===== src/rtl/cache_ctrl_pkg.sv =====
// Shared definitions for the direct-mapped write-through cache controller:
// FSM state encoding, default geometry and tag-width derivation.
package cache_ctrl_pkg;

  localparam int ADDR_W        = 32;
  localparam int LINE_BITS_DEF = 4;

  localparam logic [1:0] IDLE  = 2'd0;
  localparam logic [1:0] FILL  = 2'd1;
  localparam logic [1:0] WRITE = 2'd2;
  localparam logic [1:0] WDONE = 2'd3;

  function automatic int tag_width(input int line_bits);
    return ADDR_W - line_bits;
  endfunction

endpackage


===== src/rtl/cache_ctrl_if.sv =====
// CPU-side and memory-side request bundle of the cache controller.
// slave = the cache controller, master = the CPU/memory environment around it.
interface cache_ctrl_if;

  logic        cpu_cs;
  logic        cpu_we;
  logic [31:0] cpu_addr;
  logic [31:0] cpu_din;
  logic [31:0] cpu_dout;
  logic        cpu_stall;

  logic        mem_cs;
  logic        mem_we;
  logic [31:0] mem_addr;
  logic [31:0] mem_din;
  logic [31:0] mem_dout;
  logic        mem_ack;

  modport slave (
    input  cpu_cs, cpu_we, cpu_addr, cpu_din,
    output cpu_dout, cpu_stall,
    output mem_cs, mem_we, mem_addr, mem_din,
    input  mem_dout, mem_ack
  );

  modport master (
    output cpu_cs, cpu_we, cpu_addr, cpu_din,
    input  cpu_dout, cpu_stall,
    input  mem_cs, mem_we, mem_addr, mem_din,
    output mem_dout, mem_ack
  );

endinterface


===== src/rtl/cache_array.sv =====
// Tag/valid/data storage: one write port, combinational read by index.
// Only the valid bits are reset; tag and data contents are don't-care until valid.
module cache_array #(
  parameter int LINE_BITS = 4,
  parameter int TAG_W     = 28
) (
  input  logic                 clk,
  input  logic                 rst,
  input  logic [LINE_BITS-1:0] rd_idx,
  output logic                 rd_valid,
  output logic [TAG_W-1:0]     rd_tag,
  output logic [31:0]          rd_data,
  input  logic                 wr_en,
  input  logic [LINE_BITS-1:0] wr_idx,
  input  logic [TAG_W-1:0]     wr_tag,
  input  logic [31:0]          wr_data
);

  localparam int NLINES = 1 << LINE_BITS;

  logic [NLINES-1:0] valid;
  logic [TAG_W-1:0]  tags  [NLINES];
  logic [31:0]       words [NLINES];

  always_ff @(posedge clk or negedge rst) begin
    if (!rst) begin
      valid <= '0;
    end else if (wr_en) begin
      valid[wr_idx] <= 1'b1;
    end
  end

  always_ff @(posedge clk) begin
    if (wr_en) begin
      tags[wr_idx]  <= wr_tag;
      words[wr_idx] <= wr_data;
    end
  end

  assign rd_valid = valid[rd_idx];
  assign rd_tag   = tags[rd_idx];
  assign rd_data  = words[rd_idx];

endmodule


===== src/rtl/cache_ctrl.sv =====
// Direct-mapped, write-through, no-write-allocate cache: read hits complete in the
// same cycle; misses and writes stall the CPU until memory acks (plus one cycle).
module cache_ctrl
  import cache_ctrl_pkg::*;
#(
  parameter int LINE_BITS = LINE_BITS_DEF,
  parameter int CNT_WIDTH = 16
) (
  input  logic                 clk,
  input  logic                 rst,
  cache_ctrl_if.slave          bus,
  output logic [CNT_WIDTH-1:0] hit_cnt,
  output logic [CNT_WIDTH-1:0] miss_cnt
);

  localparam int TAG_W = tag_width(LINE_BITS);

  logic [1:0]           state;
  logic [31:0]          req_addr;
  logic [31:0]          req_data;
  logic                 fill_done;

  logic [LINE_BITS-1:0] rd_idx;
  logic [TAG_W-1:0]     look_tag;
  logic                 line_valid;
  logic [TAG_W-1:0]     line_tag;
  logic [31:0]          line_data;
  logic                 hit;
  logic                 rd_hit;
  logic                 arr_we;
  logic [31:0]          arr_wdata;

  // Outside IDLE the lookup follows the held request so WRITE can test for a hit at ack.
  always_comb begin
    if (state == IDLE) begin
      rd_idx   = bus.cpu_addr[LINE_BITS-1:0];
      look_tag = bus.cpu_addr[31:LINE_BITS];
    end else begin
      rd_idx   = req_addr[LINE_BITS-1:0];
      look_tag = req_addr[31:LINE_BITS];
    end
  end

  assign hit    = line_valid && (line_tag == look_tag);
  assign rd_hit = (state == IDLE) && bus.cpu_cs && !bus.cpu_we && hit;

  assign arr_we    = bus.mem_ack && ((state == FILL) || ((state == WRITE) && hit));
  assign arr_wdata = (state == FILL) ? bus.mem_dout : req_data;

  cache_array #(
    .LINE_BITS (LINE_BITS),
    .TAG_W     (TAG_W)
  ) u_array (
    .clk      (clk),
    .rst      (rst),
    .rd_idx   (rd_idx),
    .rd_valid (line_valid),
    .rd_tag   (line_tag),
    .rd_data  (line_data),
    .wr_en    (arr_we),
    .wr_idx   (req_addr[LINE_BITS-1:0]),
    .wr_tag   (req_addr[31:LINE_BITS]),
    .wr_data  (arr_wdata)
  );

  always_comb begin
    bus.cpu_stall = 1'b0;
    case (state)
      IDLE:         bus.cpu_stall = bus.cpu_cs && (bus.cpu_we || !hit);
      FILL, WRITE:  bus.cpu_stall = 1'b1;
      default:      bus.cpu_stall = 1'b0;
    endcase
  end

  assign bus.cpu_dout = rd_hit ? line_data : 32'h0;
  assign bus.mem_cs   = (state == FILL) || (state == WRITE);
  assign bus.mem_we   = (state == WRITE);
  assign bus.mem_addr = req_addr;
  assign bus.mem_din  = req_data;

  always_ff @(posedge clk or negedge rst) begin
    if (!rst) begin
      state     <= IDLE;
      req_addr  <= '0;
      req_data  <= '0;
      hit_cnt   <= '0;
      miss_cnt  <= '0;
      fill_done <= 1'b0;
    end else begin
      fill_done <= (state == FILL) && bus.mem_ack;
      case (state)
        IDLE: begin
          if (bus.cpu_cs) begin
            if (bus.cpu_we) begin
              req_addr <= bus.cpu_addr;
              req_data <= bus.cpu_din;
              state    <= WRITE;
            end else if (!hit) begin
              req_addr <= bus.cpu_addr;
              if (miss_cnt != '1) miss_cnt <= miss_cnt + 1'b1;
              state    <= FILL;
            end else if (!fill_done) begin
              // The hit right after a fill completes the access that already missed.
              if (hit_cnt != '1) hit_cnt <= hit_cnt + 1'b1;
            end
          end
        end
        FILL:    if (bus.mem_ack) state <= IDLE;
        WRITE:   if (bus.mem_ack) state <= WDONE;
        default: state <= IDLE;
      endcase
    end
  end

endmodule


===== src/flat_wrapper.sv =====
// flat-port wrapper written by rule: the top's interface ports become plain ports
module cache_ctrl_flat import cache_ctrl_pkg::*;
#(
  parameter int LINE_BITS = LINE_BITS_DEF,
  parameter int CNT_WIDTH = 16
)
  (clk, rst, hit_cnt, miss_cnt, bus_cpu_cs, bus_cpu_we, bus_cpu_addr, bus_cpu_din, bus_cpu_dout, bus_cpu_stall, bus_mem_cs, bus_mem_we, bus_mem_addr, bus_mem_din, bus_mem_dout, bus_mem_ack);
  cache_ctrl_if bus_i ();
  input  logic clk;
  input  logic rst;
  output logic [CNT_WIDTH-1:0] hit_cnt;
  output logic [CNT_WIDTH-1:0] miss_cnt;
  input wire logic [$bits(bus_i.cpu_cs)-1:0] bus_cpu_cs;
  input wire logic [$bits(bus_i.cpu_we)-1:0] bus_cpu_we;
  input wire logic [$bits(bus_i.cpu_addr)-1:0] bus_cpu_addr;
  input wire logic [$bits(bus_i.cpu_din)-1:0] bus_cpu_din;
  output wire logic [$bits(bus_i.cpu_dout)-1:0] bus_cpu_dout;
  output wire logic [$bits(bus_i.cpu_stall)-1:0] bus_cpu_stall;
  output wire logic [$bits(bus_i.mem_cs)-1:0] bus_mem_cs;
  output wire logic [$bits(bus_i.mem_we)-1:0] bus_mem_we;
  output wire logic [$bits(bus_i.mem_addr)-1:0] bus_mem_addr;
  output wire logic [$bits(bus_i.mem_din)-1:0] bus_mem_din;
  input wire logic [$bits(bus_i.mem_dout)-1:0] bus_mem_dout;
  input wire logic [$bits(bus_i.mem_ack)-1:0] bus_mem_ack;
  assign bus_i.cpu_cs = bus_cpu_cs;
  assign bus_i.cpu_we = bus_cpu_we;
  assign bus_i.cpu_addr = bus_cpu_addr;
  assign bus_i.cpu_din = bus_cpu_din;
  assign bus_cpu_dout = bus_i.cpu_dout;
  assign bus_cpu_stall = bus_i.cpu_stall;
  assign bus_mem_cs = bus_i.mem_cs;
  assign bus_mem_we = bus_i.mem_we;
  assign bus_mem_addr = bus_i.mem_addr;
  assign bus_mem_din = bus_i.mem_din;
  assign bus_i.mem_dout = bus_mem_dout;
  assign bus_i.mem_ack = bus_mem_ack;
  cache_ctrl #(.LINE_BITS(LINE_BITS), .CNT_WIDTH(CNT_WIDTH)) u_core (.clk(clk), .rst(rst), .bus(bus_i), .hit_cnt(hit_cnt), .miss_cnt(miss_cnt));
endmodule

===== config.mk =====
export PLATFORM = sky130hd
export DESIGN_NAME = cache_ctrl_flat
export DESIGN_NICKNAME = d
export VERILOG_FILES = /design/src/rtl/cache_ctrl_pkg.sv /design/src/rtl/cache_ctrl_if.sv /design/src/rtl/cache_array.sv /design/src/rtl/cache_ctrl.sv /design/src/flat_wrapper.sv
export SDC_FILE = /design/constraint.sdc
export NUM_CORES = 1
export LEC_CHECK = 0
export ABC_AREA = 1
export CORE_UTILIZATION = 55
export CTS_BUF_LIST = sky130_fd_sc_hd__clkbuf_4
export DETAILED_ROUTE_END_ITERATION = 7
export PLACE_DENSITY = 0.73
export SLEW_MARGIN = 20
export SYNTH_ARGS = -nofsm -noshare
export SYNTH_HDL_FRONTEND = slang
export SYNTH_HIERARCHICAL = 1
export SYNTH_SLANG_ARGS = --single-unit

===== constraint.sdc =====
create_clock -name clk -period 7.75 [get_ports clk]
set_input_delay 1.55 -clock clk [delete_from_list [all_inputs] [get_ports clk]]
set_output_delay 1.55 -clock clk [all_outputs]
set_load 0.005 [all_outputs]

==> results of run 1 <==
stage by stage:
step / std cells / util (%) / worst slack (ns) / hold WS [ns]
finish: 6698 / 63.79 / 0.5013 / 0.4128
global route: 6698 / 63.79 / 0.1341 / 0.3818
CTS: 6697 / 63.78 / 0.4262 / 0.3160
detailed placement: 6206 / 59.74 / 0.7542 / 0.4452
global placement: 6206 / 59.74 / 0.8006 / 0.4366
floorplan: 4981 / - / 0.7360 / 0.4274
flip-flops by register name, indices dropped and copies added, names as in the netlist:
name and cells:
u_core/hit_cnt 16, u_core/u_array/valid 16, u_core/bus.mem_din 32, u_core/bus.mem_addr 32, u_core/u_array/tags 448, u_core/u_array/words 512, u_core/miss_cnt 16, u_core/state 2
u_core/fill_done 1
power breakdown:
group	leakage [nW]	switching (mW)	total, mW	internal (mW)
sequential	10.1	0.502	8.08	7.58
combinational	12.4	6.21	8.78	2.57
clock	2.13	2.24	4.82	2.58
total	24.6	8.95	21.7	12.7
cells by family (layout without fill, tap and decap cells):
logic type / count (synthesis) / count (layout) / synth area share, %
other: 0 / 1 / 0
AND/OR/NAND/NOR: 2685 / 2685 / 23.36
multiplexers: 32 / 32 / 0.7470
XOR/XNOR: 13 / 13 / 0.2360
adder cells (fa/ha/maj): 6 / 6 / 0.1556
flip-flops: 1075 / 1075 / 65.72
AO/OA/AOI/OAI: 58 / 58 / 0.6121
buffers and inverters: 1112 / 1673 / 9.168
path summary, 6_finish.rpt:
path,end,slack [ns],cells past startpoint,from
hold reg to reg,u_core/u_array/valid[2],0.46,2,u_core/u_array/valid[2]
setup reg to reg,u_core/u_array/words[6][1],1.92,24,u_core/state[0]
setup / recovery,bus_cpu_dout[1],0.50,21,u_core/state[0]
min in group clk,u_core/u_array/valid[2],0.46,2,u_core/u_array/valid[2]
hold / removal,u_core/bus.mem_din[16],0.41,1,rst
max in group asynchronous,u_core/state[0],5.86,2,rst
cells in the final DEF, fill, tap and decap left out, types with 45 or more instances in the layout:
cell type           n
nand3_1           823
buf_4              50
nor2_1             90
clkinv_1           45
clkdlybuf4s50_1   230
inv_1             872
edfxtp_1          960
clkbuf_4          435
dfrtp_1           115
nand2_1          1703
per-layer routing:
metal,vias up,share of wire (%)
li1,16850,-
met1,16880,40
met2,1829,47
met3,258,9.7
met4,0,2.9
met5,-,0
cell type report:
cell class	instances	area (µm²)	share of cell area [%]
sequential	1075	31710	57.21
inverter	878	3323	5.996
antenna	1	2.502	0.004515
timing repair buffer	304	3149	5.682
clock inverter	56	245.2	0.4425
tap	1155	1445	2.608
multi-input combinational	2794	12290	22.17
clock buffer	435	3266	5.892
==> key figures, run 1 <==
GRT
  – Gr usage total: around 29%
  – Congestion Overflow GR: 0
  – Via count of the first global-routing pass: 34810
  – Antenna violations before repair: 1
  – M2 GR Usage: between 40% and 50%
  – Met1 Resource Use GR: 38.64%
  – Layer with the highest usage: met2
  – Pin count of the biggest net entering global routing: 170
  – First-pass GRT wire length: 194400 µm
  – Met3 Usage GRT: approximately 6.0%

STA
  – RSZ-0062 raised after global routing: no
  – Clock Skews: ~0.11 ns
  – Worst-margin pin slew: approximately 1 ns
  – Max_slew headroom: 33.41%
  – Final Slew Violations: 0
  – Minimum clock period: between 7 and 8 ns
  – Fin. Hold Viols: 0
  – Period utilisation layout: 93.53%
  – Maximum operating frequency: 138.0 MHz
  – Setup violation total in the final timing report: 0
  – Fin Setup TNS: 0 ns

Clocking
  – TritonCTS clock tree: built
  – Worst-path clk slew: 0.06 ns
  – Hold_buf cts: 0
  – Clock latency on the worst-skew pair: 1.17 ns
  – CTS Buffer Depth: 4
  – PostCTS Resize Cnt: 0
  – CTS Buf Count: 293
  – Setup Buffers After CTS: 0
  – Clock sink count: 1075
  – Root buffer cell: clkbuf_4
  – H-tree depth: 5

Placed design
  – GP Congestion: 0.9121
  – Port Buffers: 231
  – Final HPWL DP: 67050 µm
  – Placed cell area: 0.05191 mm²

Setup path
  – CP Capture Type: primary output
  – CP arrival: 5.70 ns
  – Crit path required time: roughly 6.2 ns
  – Worst-path fanout max: 70
  – Crit-path slowest cell: clkdlybuf4s50_1
  – Crit start category: flop
  – Critical path type: reg2out
  – Max incr delay on CP: about 0.58 ns
  – Crit path max-delay family: buffers and inverters
  – Bufs and invs on worst path: 6
  – CP most frequent cell: nand2_1
  – Worst path cell trace: inv_1, ha_1, inv_6, o21ai_4, inv_8, buf_4, nand2_1, nand3_1, nand3_1, nand3_1, nand2_1, inv_1, nand3_1, nand2_1, nand2_1, nor2_1, nand2_1, nor2_4, nand3_4, nor2_1, clkdlybuf4s50_1

Routing
  – WL final: 126900 µm
  – Initial DRC Count: about 4200
  – Vias post-DR: roughly 36000
  – Routed wire length per instance: 18.95 µm
  – 1st-pass router iterations: 5
  – Antenna Nets Post-Route: 0
  – Residual DRC: 0
  – Vias per cell: 5.348

Run status
  – Outcome: finished clean

Synth
  – Commonest register cell after synthesis: edfxtp_1
  – Distinct cells, synth: 30
  – Top cell type by total area after synthesis: edfxtp_1
  – Synth Net Count: 5088
  – Top cell type's share of synthesized area: roughly 60%
  – Fraction of registers with async set/reset: 10.70%
  – Most common cell in the netlist: nand2_1
  – Post-synth EDFFs: 960
  – Syn. warnings: 6
  – Most common library cells after synthesis: nand2_1 (1703), edfxtp_1 (960), inv_1 (872), nand3_1 (824), buf_2 (120)
  – Post-synthesis register bit count: 1075
  – Sequential element share of the synthesized area: 65.72%
  – Post-Syn Area: between 0.04 and 0.05 mm²
  – Top post-synthesis cells by area: edfxtp_1 (60%), nand2_1 (13%), nand3_1 (8.5%), inv_1 (6.8%), dfrtp_1 (6.0%)
  – Post-synthesis average cell area: just under 10 µm²
  – Cell count after synthesis: 4981

Final layout
  – Design area: 0.05542 mm²
  – Share of cells above drive strength 1: approximately a tenth
  – Area grow syn2layout: 14.88%
  – Filler instances: 6824
  – Nets: 5453

Floorplan
  – Die height: 298.2 µm
  – Starting Density: ~56%
  – Die area: 0.08890 mm²
  – Core area: 0.08689 mm²
  – Io pins: 232
  – Rows: about 110
  – Die width: 298.2 µm

Flow run
  – Max cap viols: 0

Pwr
  – P_leak: 24.61 nW
  – Total Power: about 22 mW
  – P per Cell Area: 391.2 mW/mm²
  – Peak supply drop: 0.0003421 V

Hold path
  – HP Class: in2async
(Power assumes the default switching activity.)
==> run 2, diff against run 1 <==
Settings changed: CELL_PAD_IN_SITES_DETAIL_PLACEMENT set to 1, CELL_PAD_IN_SITES_GLOBAL_PLACEMENT set to 1, CORE_MARGIN set to 2, CORE_UTILIZATION 55 to 49, PLACE_DENSITY 0.73 to 0.81.
==> run 2 against run 1 <==
Compared with the run above: setup slack worse by 0.27 ns; sequential share of layout area decreased by 0.50 points; clock power grew 4.1%; sequential power grew 1%; clock skew fell by 0.015 ns; critical path depth shrank 2; non-clock buffer count rose by 18; fmax decreased by 3.6%; via count increased by 4.7%; clock-buffer cell count up 6; highest routed layer unchanged.
==> key figures, run 2 (synthesized netlist as in run 1, its figures left out) <==
Run status
  – Outcome: finished clean (unchanged)

Clocking
  – TritonCTS clock tree: built (unchanged)
  – Clock sink count: 1075 (unchanged)
  – CTS Buf Count: 301 (was 293)
  – H-tree depth: 5 (unchanged)
  – Root buffer cell: clkbuf_4 (unchanged)
  – Clock latency on the worst-skew pair: 1.17 ns (about the same)
  – CTS Buffer Depth: 4 (unchanged)
  – PostCTS Resize Cnt: 0 (unchanged)
  – Setup Buffers After CTS: 0 (unchanged)
  – Hold_buf cts: 0 (unchanged)
  – Worst-path clk slew: 0.06 ns (about the same)

Setup path
  – Worst Reg-to-Reg Cells: 21 (was 24)
  – CP Capture Type: primary output (unchanged)
  – Crit start category: flop (unchanged)
  – CP Launch Point: u_core/state[0] (unchanged)
  – Worst path cell trace: inv_1, ha_1, inv_6, o21ai_4, inv_8, buf_4, nand3_1, nand3_1, nand3_1, nand2_1, nand3b_1, nand2_1, nor2_1, nand3_1, nor2_4, nand3_4, buf_12, nor2_1, clkdlybuf4s50_1 (was inv_1, ha_1, inv_6, o21ai_4, inv_8, buf_4, nand2_1, nand3_1, nand3_1, nand3_1, nand2_1, inv_1, nand3_1, nand2_1, nand2_1, nor2_1, nand2_1, nor2_4, nand3_4, nor2_1, clkdlybuf4s50_1)
  – Max incr delay on CP: 0.53 ns (was 0.58 ns)
  – Setup slack, reg-to-reg: 1.40 ns (was 1.92 ns)
  – Critical path type: reg2out (unchanged)
  – Worst-path fanout max: 93 (was 70)
  – CP most frequent cell: nand3_1 (was nand2_1)
  – CP arrival: 5.97 ns (was 5.70 ns)
  – Crit path required time: 6.20 ns (about the same)
  – Reg2Reg Launch Point: u_core/state[0] (unchanged)
  – Crit-path slowest cell: clkdlybuf4s50_1 (unchanged)

Routing
  – Initial DRC Count: 3060 (was 4236)
  – Vias per cell: 5.487 (was 5.348)
  – WL final: 153100 µm (was 126900 µm)
  – Residual DRC: 0 (unchanged)
  – Vias post-DR: 37510 (was 35820)
  – Routed wire length per instance: 22.39 µm (was 18.95 µm)
  – 1st-pass router iterations: 5 (unchanged)
  – Antenna Nets Post-Route: 0 (unchanged)

Final layout
  – Largest regs: u_core/u_array/words x512, u_core/u_array/tags x448 (unchanged)
  – Design area: 0.05591 mm² (was 0.05542 mm²)
  – Final Instance Count excl. Fillers: 6837 (was 6698)
  – Filler instances: 10930 (was 6824)
  – Most common cell after layout, fill and taps aside: nand2_1 (unchanged)
  – Max reg flops: 512 (unchanged)
  – Largest Register: u_core/u_array/words (unchanged)
  – Area grow syn2layout: 15.90% (was 14.88%)
  – Share of cells above drive strength 1: 11.08% (was 10.61%)
  – Nets: 5479 (was 5453)
  – Register area: 0.03171 mm² (unchanged)
  – Multi-input combinational cell area: 0.01229 mm² (unchanged)
  – Most frequent cells in the layout: nand2_1 (1703), edfxtp_1 (960), inv_1 (872) (unchanged)

Placed design
  – GP Congestion: 0.8904 (was 0.9121)
  – Final HPWL DP: 88060 µm (was 67050 µm)
  – Port Buffers: 231 (unchanged)
  – Post-Place Cells: 6356 (was 6206)
  – Dpl ws: 0.5602 ns (was 0.7542 ns)
  – Placed cell area: 0.05237 mm² (was 0.05191 mm²)

STA
  – Period utilisation layout: 97.04% (was 93.53%)
  – Minimum clock period: 7.520 ns (was 7.249 ns)
  – Setup violation total in the final timing report: 0 (unchanged)
  – Worst hold slack: 0.3871 ns (was 0.4128 ns)
  – Fin. Hold Viols: 0 (unchanged)
  – Worst setup margin: 0.2295 ns (was 0.5013 ns)
  – Clock Skews: 0.09341 ns (was 0.1087 ns)
  – Worst-margin pin slew: 1.145 ns (was 0.9988 ns)
  – Maximum operating frequency: 133.0 MHz (was 138.0 MHz)
  – Max_slew headroom: 23.65% (was 33.41%)
  – Final Slew Violations: 0 (unchanged)

GRT
  – Antenna violations before repair: 1 (unchanged)
  – First-pass GRT wire length: 235200 µm (was 194400 µm)
  – Via count of the first global-routing pass: 41050 (was 34810)
  – Pin count of the biggest net entering global routing: 94 (was 170)
  – Gr usage total: 30.26% (was 28.57%)
  – Congestion Overflow GR: 0 (unchanged)

Pwr
  – Peak supply drop: 0.0003239 V (was 0.0003421 V)
  – P_leak: 24.76 nW (was 24.61 nW)
  – P per Cell Area: 405.6 mW/mm² (was 391.2 mW/mm²)

Floorplan
  – Core area: 0.09799 mm² (was 0.08689 mm²)
  – Die area: 0.1010 mm² (was 0.08890 mm²)
  – Rows: 115 (was 108)
  – Io pins: 232 (unchanged)
  – Die height: 317.8 µm (was 298.2 µm)
  – Die width: 317.8 µm (was 298.2 µm)
  – Starting Density: 49.23% (was 55.52%)

Flow run
  – Max cap viols: 0 (unchanged)

Hold path
  – HP Class: in2async (unchanged)
run 2: worst paths after layout:
kind                                               end
max                                   bus_cpu_dout[16]
min                              u_core/bus.mem_din[7]
max reg2reg                u_core/u_array/words[8][19]
min reg2reg                   u_core/u_array/valid[14]
max in group asynchronous      u_core/bus.mem_addr[21]
min in group clk              u_core/u_array/valid[14]
run 2: worst max-delay path, delay by kind of cell, from the launching register on:
kind	cells	cell delay [ns]
AND/OR/NAND/NOR	11	1.71
AO/OA/AOI/OAI	1	0.18
buffers and inverters	6	2.11
flip-flops	1	0.41
adder cells (fa/ha/maj)	1	0.26
run 2: cell type report:
| type | count | area share (%) |
|---|---|---|
| well taps | 1287 | 2.880 |
| flip-flops and latches | 1075 | 56.70 |
| clock buffers | 441 | 5.921 |
| clock inverters | 39 | 0.4095 |
| repair buffers | 322 | 6.165 |
| inverters | 878 | 5.943 |
| multi-input cells | 2794 | 21.97 |
| diodes | 1 | 0.004475 |
run 2: through the flow:
stage | TNS [ns] | util (%) | power, mW
5_1_grt | -0.004561 | 57.06 | 23.95
3_5_place_dp | 0 | 53.45 | 17.58
4_1_cts | 0 | 57.06 | 22.71
3_3_place_gp | 0 | 53.45 | 17.13
2_1_floorplan | 0 | - | 13.87
6_report | 0 | 57.06 | 22.68
run 2: routing by layer:
metal  part of all wire [%]  global-route usage, %  up-vias
met4                    3.5                  13.12        0
met1                     39                  37.18    18850
met5                      0                      0        -
met3                    6.2                  5.229      362
met2                     51                  52.59     1444
li1                       -                      -    16860
run 2: power breakdown:
| part | internal (mW) | leakage [nW] | switching (mW) |
|---|---|---|---|
| Combinational | 2.62 | 12.5 | 6.87 |
| Clock | 2.67 | 2.16 | 2.35 |
| Sequential | 7.58 | 10.1 | 0.590 |
| Total | 12.9 | 24.8 | 9.80 |
